**src/rtl/fir_xifu_ex.sv**
```systemverilog
// Execute stage of the FIR X-interface unit: issues the LDTAP/LDSAM/STSAM memory
// request with a post-increment address and hands the updated pointer to WB.
// Single outstanding transaction; upstream stalls while memory or WB is pending.
// Optional build macro: FIR_XIFU_EX_MISALIGN_CHECK_EN (misaligned base goes
// straight to WB with wb_err_o set and no memory request).
module fir_xifu_ex #(
  parameter int unsigned ADDR_W = 32,
  parameter int unsigned DATA_W = 32
) (
  input  logic              clk_i,
  input  logic              rst_i,
  input  logic              id_valid_i,
  output logic              id_ready_o,
  input  logic [1:0]        id_instr_i,
  input  logic [ADDR_W-1:0] id_base_i,
  input  logic [11:0]       id_offset_i,
  input  logic              id_store_i,
  input  logic [4:0]        id_rs1_i,
  input  logic [4:0]        id_rd_i,
  input  logic              id_kill_i,
  input  logic [DATA_W-1:0] ctrl_sample_i,
  output logic              mem_req_o,
  input  logic              mem_gnt_i,
  output logic [ADDR_W-1:0] mem_addr_o,
  output logic              mem_we_o,
  output logic [3:0]        mem_be_o,
  output logic [DATA_W-1:0] mem_wdata_o,
  output logic              wb_valid_o,
  input  logic              wb_ready_i,
  output logic [1:0]        wb_instr_o,
  output logic [ADDR_W-1:0] wb_next_addr_o,
  output logic [4:0]        wb_rs1_o,
  output logic [4:0]        wb_rd_o,
  output logic              wb_err_o
);

  typedef enum logic [1:0] {StIdle, StReq, StHold} state_t;

  state_t              state_q;
  logic [1:0]          instr_q;
  logic [ADDR_W-1:0]   base_q;
  logic [11:0]         offset_q;
  logic                store_q;
  logic [4:0]          rs1_q;
  logic [4:0]          rd_q;
  logic [DATA_W-1:0]   sample_q;
  logic [ADDR_W-1:0]   next_q;
  // Kill seen while the request was outstanding; result is dropped on grant.
  logic                kill_q;
`ifdef FIR_XIFU_EX_MISALIGN_CHECK_EN
  logic                err_q;
`endif

  logic                accept;
  logic [ADDR_W-1:0]   offset_ext;

  assign accept     = id_valid_i & id_ready_o;
  assign offset_ext = {{(ADDR_W-12){offset_q[11]}}, offset_q};

  // Control FSM and payload registers.
  always_ff @(posedge clk_i or posedge rst_i) begin
    if (rst_i) begin
      state_q  <= StIdle;
      instr_q  <= '0;
      base_q   <= '0;
      offset_q <= '0;
      store_q  <= 1'b0;
      rs1_q    <= '0;
      rd_q     <= '0;
      sample_q <= '0;
      next_q   <= '0;
      kill_q   <= 1'b0;
`ifdef FIR_XIFU_EX_MISALIGN_CHECK_EN
      err_q    <= 1'b0;
`endif
    end else begin
      case (state_q)
        StReq: begin
          // Request is never withdrawn; a kill only suppresses the WB result.
          if (mem_gnt_i) begin
            next_q  <= base_q + offset_ext;
            kill_q  <= 1'b0;
            state_q <= (kill_q | id_kill_i) ? StIdle : StHold;
          end else if (id_kill_i) begin
            kill_q <= 1'b1;
          end
        end
        StHold: begin
          if (!accept && (wb_ready_i || id_kill_i)) begin
            state_q <= StIdle;
          end
        end
        default: ;
      endcase

      // Acceptance happens only in IDLE or HOLD, so it never collides with REQ.
      if (accept) begin
        instr_q  <= id_instr_i;
        base_q   <= id_base_i;
        offset_q <= id_offset_i;
        store_q  <= id_store_i;
        rs1_q    <= id_rs1_i;
        rd_q     <= id_rd_i;
        sample_q <= ctrl_sample_i;
        kill_q   <= 1'b0;
        state_q  <= StReq;
`ifdef FIR_XIFU_EX_MISALIGN_CHECK_EN
        err_q    <= 1'b0;
        if (id_base_i[1:0] != 2'b00) begin
          err_q   <= 1'b1;
          next_q  <= id_base_i;
          state_q <= StHold;
        end
`endif
      end
    end
  end

  // Output decode from state; everything reads 0 while reset is asserted.
  always_comb begin
    id_ready_o     = 1'b0;
    mem_req_o      = 1'b0;
    mem_addr_o     = '0;
    mem_we_o       = 1'b0;
    mem_be_o       = 4'h0;
    mem_wdata_o    = '0;
    wb_valid_o     = 1'b0;
    wb_instr_o     = 2'b00;
    wb_next_addr_o = '0;
    wb_rs1_o       = '0;
    wb_rd_o        = '0;
    wb_err_o       = 1'b0;
    if (!rst_i) begin
      id_ready_o = (state_q == StIdle) | ((state_q == StHold) & wb_ready_i);
      case (state_q)
        StReq: begin
          mem_req_o   = 1'b1;
          mem_addr_o  = base_q;
          mem_we_o    = store_q;
          mem_be_o    = 4'hF;
          mem_wdata_o = store_q ? sample_q : '0;
        end
        StHold: begin
          wb_valid_o     = 1'b1;
          wb_instr_o     = instr_q;
          wb_next_addr_o = next_q;
          wb_rs1_o       = rs1_q;
          wb_rd_o        = rd_q;
`ifdef FIR_XIFU_EX_MISALIGN_CHECK_EN
          wb_err_o       = err_q;
`endif
        end
        default: ;
      endcase
    end
  end

endmodule

```
**config.mk**
```make
export PLATFORM = sky130hd
export DESIGN_NAME = fir_xifu_ex
export DESIGN_NICKNAME = d
export VERILOG_FILES = /design/src/rtl/fir_xifu_ex.sv
export SDC_FILE = /design/constraint.sdc
export NUM_CORES = 1
export LEC_CHECK = 0
export CORE_ASPECT_RATIO = 0.5
export CORE_MARGIN = 2
export CORE_UTILIZATION = 41
export CTS_CLUSTER_DIAMETER = 30
export CTS_CLUSTER_SIZE = 12
export DETAILED_ROUTE_END_ITERATION = 10
export GPL_TIMING_DRIVEN = 0
export PLACE_DENSITY = 0.7
export SLEW_MARGIN = 20
export SYNTH_ARGS = -nofsm -noshare
export SYNTH_HDL_FRONTEND = slang
export SYNTH_SLANG_ARGS = --single-unit
```
**constraint.sdc**
```tcl
create_clock -name clk_i -period 26.9 [get_ports clk_i]
set_input_delay 8.07 -clock clk_i [delete_from_list [all_inputs] [get_ports clk_i]]
set_output_delay 8.07 -clock clk_i [all_outputs]
set_load 0.02 [all_outputs]
```
* Word-level counts from Yosys, hierarchy flattened
Cells that the tools add are included.
** Word-level totals
- Bits in registers :: 124
- Latch bits :: 0
- RAM bits :: 0
- Memory bits (read-only) :: 0
- Bits of input ports :: 95
- Output and inout port bits :: 117
- Word-level logic and storage cells :: 60
- Memories :: 0
** Operators by class
- Add/subtract/negate cells :: 1
- $mul :: 0
- Div/mod/pow operators :: 0
- Magnitude comparators :: 0
- Eq/ne operators :: 4
- Shift-type cells :: 0
- Mux-type cells :: 31
- Bitwise logic cells :: 4
- Reduce and logical (&&, ||, !) cells :: 10
** Operators with widths (count)
- $mux 32 :: 7
- $add 32x32->32 :: 1
- $mux 5 :: 4
- $mux 2 :: 6
- $mux 1 :: 11
- $mux 4 :: 2
- $ne 3x3->1 const B :: 2
- $reduce_bool 3->1 :: 2
- $pmux 2 s2 :: 1
- $reduce_and 2->1 :: 2
- $reduce_and 3->1 :: 1
- $and 1x1->1 :: 2
- $eq 2x1->1 const B :: 1
- $eq 2x2->1 const B :: 1
- $logic_not 2->1 :: 1
- $or 1x1->1 :: 2
- $reduce_bool 2->1 :: 1
- $logic_and 1x1->1 :: 1
- $logic_not 1->1 :: 1
- $logic_or 1x1->1 :: 1

* Logic depth before layout (Yosys ltp)
- Depth in word-level cells :: 10
- Depth in mapped cells :: 9
- Gate-level depth less buffers :: 9

* Worst setup path before layout
Ideal clock, no wire load.
- Path kind :: input to output
- Start :: in rst_i
- End :: out wb_instr_o[0]
- Data arrival time :: 11.937 ns
- Path slack :: 6.893 ns
- Stages :: 5
- Cells stage by stage :: inv_1 and3_1 clkbuf_1 clkbuf_1 and2_1
** On the way
- Cells in the longest elaborated chain, start to end :: 1
** RTL lines
- start: declaration :: RTL line 11 : input logic rst_i,
- $mux 2 :: RTL line 133 : if (!rst_i) begin
- end: declaration :: RTL line 30 : output logic [1:0] wb_instr_o,
No other way between the ends.

* Worst setup path in the final report
- Start :: in rst_i
- End :: out wb_next_addr_o[6]
** On the way
- Cells in the longest elaborated chain, start to end :: 1
** RTL lines
- $mux 32 :: RTL line 133
- end: declaration :: RTL line 31 : output logic [ADDR_W-1:0] wb_next_addr_o,
No other way between the ends.

==> results.py <==
metrics = {
    "status": {
        "status": "finished clean",
    },
    "cells_and_area": {
        "nNetsFinal": 1059,
        "num_antenna_cells": 0,
        "drive_gt1_share_pct": 15.89,
        "instances_no_fill": 1178,
        "area_delta_synth_final_pct": 41.92,
    },
    "sta": {
        "hold_viol_final": 0,
        "tightest_slew_ns": 0.8494,
        "relSlewSlack_pct": 43.38,
        "drv_slew": 0,
        "setup_violations": 0,
        "skew_ns": 0.009779,
        "grt_setup_unrepaired": "false",
        "fmax_mhz": 51.79,
        "period_share_pct": 71.78,
        "fin_crit_ns": 19.31,
        "setup_tns_ns": 0,
    },
    "setup_path": {
        "criticalPathCategory": "input pin to output pin",
        "reg2reg_from": "offset_q[11]$_DFFE_PP0P_",
        "start_kind": "input pin",
        "cp.arrival_ns": 11.24,
        "required_ns": 18.83,
        "crit_chain": "clkdlybuf4s50_1 -> inv_8 -> buf_16 -> and3_1 -> clkbuf_1 -> clkbuf_1 -> and2_1 -> clkdlybuf4s50_1",
        "worstPathMaxFanout": 72,
        "crit_start": "rst_i",
        "setup.worst_path.end_class": "output pin",
        "slowest_stage": "clkdlybuf4s50_1",
        "critPathMaxStageDelay_ns": 0.61,
    },
    "clock_network": {
        "clkTransAtPathRegs_ns": 0.06,
        "root_buffer": "clkbuf_16",
        "clock_latency_ns": 0.42,
        "clock-sinks": 124,
        "htreeDepth": 4,
        "cts_tree": "built",
        "cts-buffers-inserted": 17,
        "clockBufferDepth": 2,
        "cts-resized-gates": 0,
        "cts_setup_buffers": 0,
        "holdBufCountCts": 0,
    },
    "min_path": {
        "hold_class": "flip-flop to flip-flop",
        "worstHoldStart": "kill_q$_DFFE_PP0P_",
    },
    "power_and_ir_drop": {
        "swShare_pct": 39.10,
        "power_frac_comb_pct": 46.1,
        "seq_power_share_pct": 30.4,
        "power_report.internal_total_mw": 0.5937,
        "power_mw": 0.9749,
        "powerDensity_nw_per_um2": 95.61,
        "p_leak_nw": 4.368,
        "p_switching_mw": 0.3812,
        "peakVddDrop_mv": 0.05498,
        "pwr-share-clk_pct": 23.5,
    },
    "flow_run": {
        "cap_violations": 0,
    },
    "placement": {
        "gp_congestion": 0.8664,
        "place_inst": 1147,
        "place_hpwl_mm": 15.23,
        "numPortBuffers": 210,
    },
    "route": {
        "wire_per_inst_um": 16.96,
        "drtIter0Drc": 435,
        "wl_mm": 19.98,
        "via_per_inst": 5.168,
        "via_count": 6088,
        "drt_pre_antenna_iters": 6,
        "ant_nets": 0,
        "drc": 0,
    },
    "floorplanning": {
        "core_area_um2": 17270,
        "die_h_um": 97.61,
        "pin_count": 212,
        "rows": 34,
        "start_util_pct": 41.60,
        "dieArea_um2": 18660,
        "die_x_um": 191.2,
    },
    "yosys": {
        "synth_top_area_cell": "dfrtp_1",
        "synth_flop_cell": "dfrtp_1",
        "synth_top_area_share_pct": 43.19,
        "syn-num-nets": 829,
        "synth.most_common_cell": "dfrtp_1",
        "synth_cells": 702,
        "syn_area_um2": 7184,
        "synth_seq_cells": 124,
        "ys_async_sr_fraction_pct": 100.0,
        "synthTopCellsByCount": "124 x dfrtp_1, 89 x mux2_2, 79 x and2_1, 61 x nand2_1, 37 x and3_1",
        "synth_cell_types": 64,
        "postSynthAreaPerCell_um2": 10.23,
        "synth_area_leaders": "dfrtp_1 43%, mux2_2 14%, and2_1 6.9%, ha_1 5.4%, and3_1 3.2%",
        "yosysSeqAreaShare_pct": 43.19,
        "yosys_warnings": 0,
        "synth_edf_count": 0,
    },
    "grt": {
        "grt_pass1_vias": 6020,
        "antenna_found_initial": 0,
        "globalRouteTotalUtil_pct": 21.89,
        "grt_overflow": 0,
        "grt_max_degree": 73,
        "grt_pass1_wl_mm": 31.86,
    },
}
-- critical path: cells and delay by family --
| kind | cells | cell delay, ns |
|---|---|---|
| buffers and inverters | 6 | 2.67 |
| AND/OR/NAND/NOR | 2 | 0.44 |
-- power by group through the flow --
stage / Sequential (mW) / Clock [mW] / Combinational [mW]
after CTS: 0.296 / 0.233 / 0.447
after global routing: 0.305 / 0.242 / 0.493
after global placement: 0.297 / 0 / 0.437
final: 0.296 / 0.229 / 0.449
after detailed placement: 0.299 / 0 / 0.444
after floorplan: 0.283 / 0 / 0.328
-- final timing paths --
| kind | end | slack [ns] | cells after the start |
|---|---|---|---|
| worst max-delay path | wb_next_addr_o[6] | 7.59 | 8 |
| worst min-delay path | state_q[1]$_DFFE_PP0P_ | 0.45 | 1 |
| worst max register to register | next_q[29]$_DFFE_PP0P_ | 23.62 | 8 |
| worst min register to register | state_q[1]$_DFFE_PP0P_ | 0.45 | 1 |
| max in group asynchronous | base_q[17]$_DFFE_PP0P_ | 18.08 | 3 |
| min in group asynchronous | rd_q[4]$_DFFE_PP0P_ | 8.13 | 2 |
-- sequential cells by signal (all words and copies together), names as in the netlist --
register  flops
rs1_q         5
rd_q          5
offset_q     12
sample_q     32
kill_q        1
base_q       32
instr_q       2
state_q       2
next_q       32
store_q       1
-- cell type report --
cell class | count | area [um2]
buffer | 41 | 195.2
clock buffer | 18 | 439.2
clock inverter | 13 | 142.6
fill | 1534 | 7076
inverter | 13 | 56.30
multi-input combinational | 524 | 3837
sequential | 124 | 3103
tap | 234 | 292.8
timing repair buffer | 211 | 2130
-- placed cells by master (no fill, tap or decap), types with 9 or more instances in the layout --
master,instances
clkdlybuf4s50_1,210
dfrtp_1,124
mux2_2,89
and2_1,79
nand2_1,61
and3_1,37
a21oi_1,36
ha_1,31
clkbuf_1,30
o21ai_0,30
nor2_1,27
clkbuf_16,17
inv_1,12
nor3_1,12
a21o_1,11
xnor2_1,10
xor2_1,9
-- logic make-up after synthesis --
kind of cell / share of synthesized area, %
muxes: 14.37
AOI/OAI and AO/OA: 12.80
buffers and inverters: 3.396
DFF: 43.19
other: 0.05220
and+or+nand+nor: 18.20
adders and majority gates: 5.677
xor gates and xnor gates: 2.316
-- layer usage --
metal	GRT usage (%)	routed length [um]	vias up
li1	-	-	2956
met1	29.91	9236	2974
met2	34.63	9217	142
met3	5.887	1353	16
met4	5.030	167	0
met5	0	0	-
-- stage by stage --
stage	util (%)	area [um2]	hold slack (ns)	setup slack, ns
6_report	59.03	10200	0.4511	7.590
2_1_floorplan	-	7184	0.4201	6.893
3_3_place_gp	55.46	9579	0.4278	4.428
3_5_place_dp	55.67	9614	0.4382	7.524
5_1_grt	59.03	10200	0.4651	7.315
4_1_cts	59.03	10200	0.4460	7.521
Note: power is estimated with default switching activity, not from simulation.
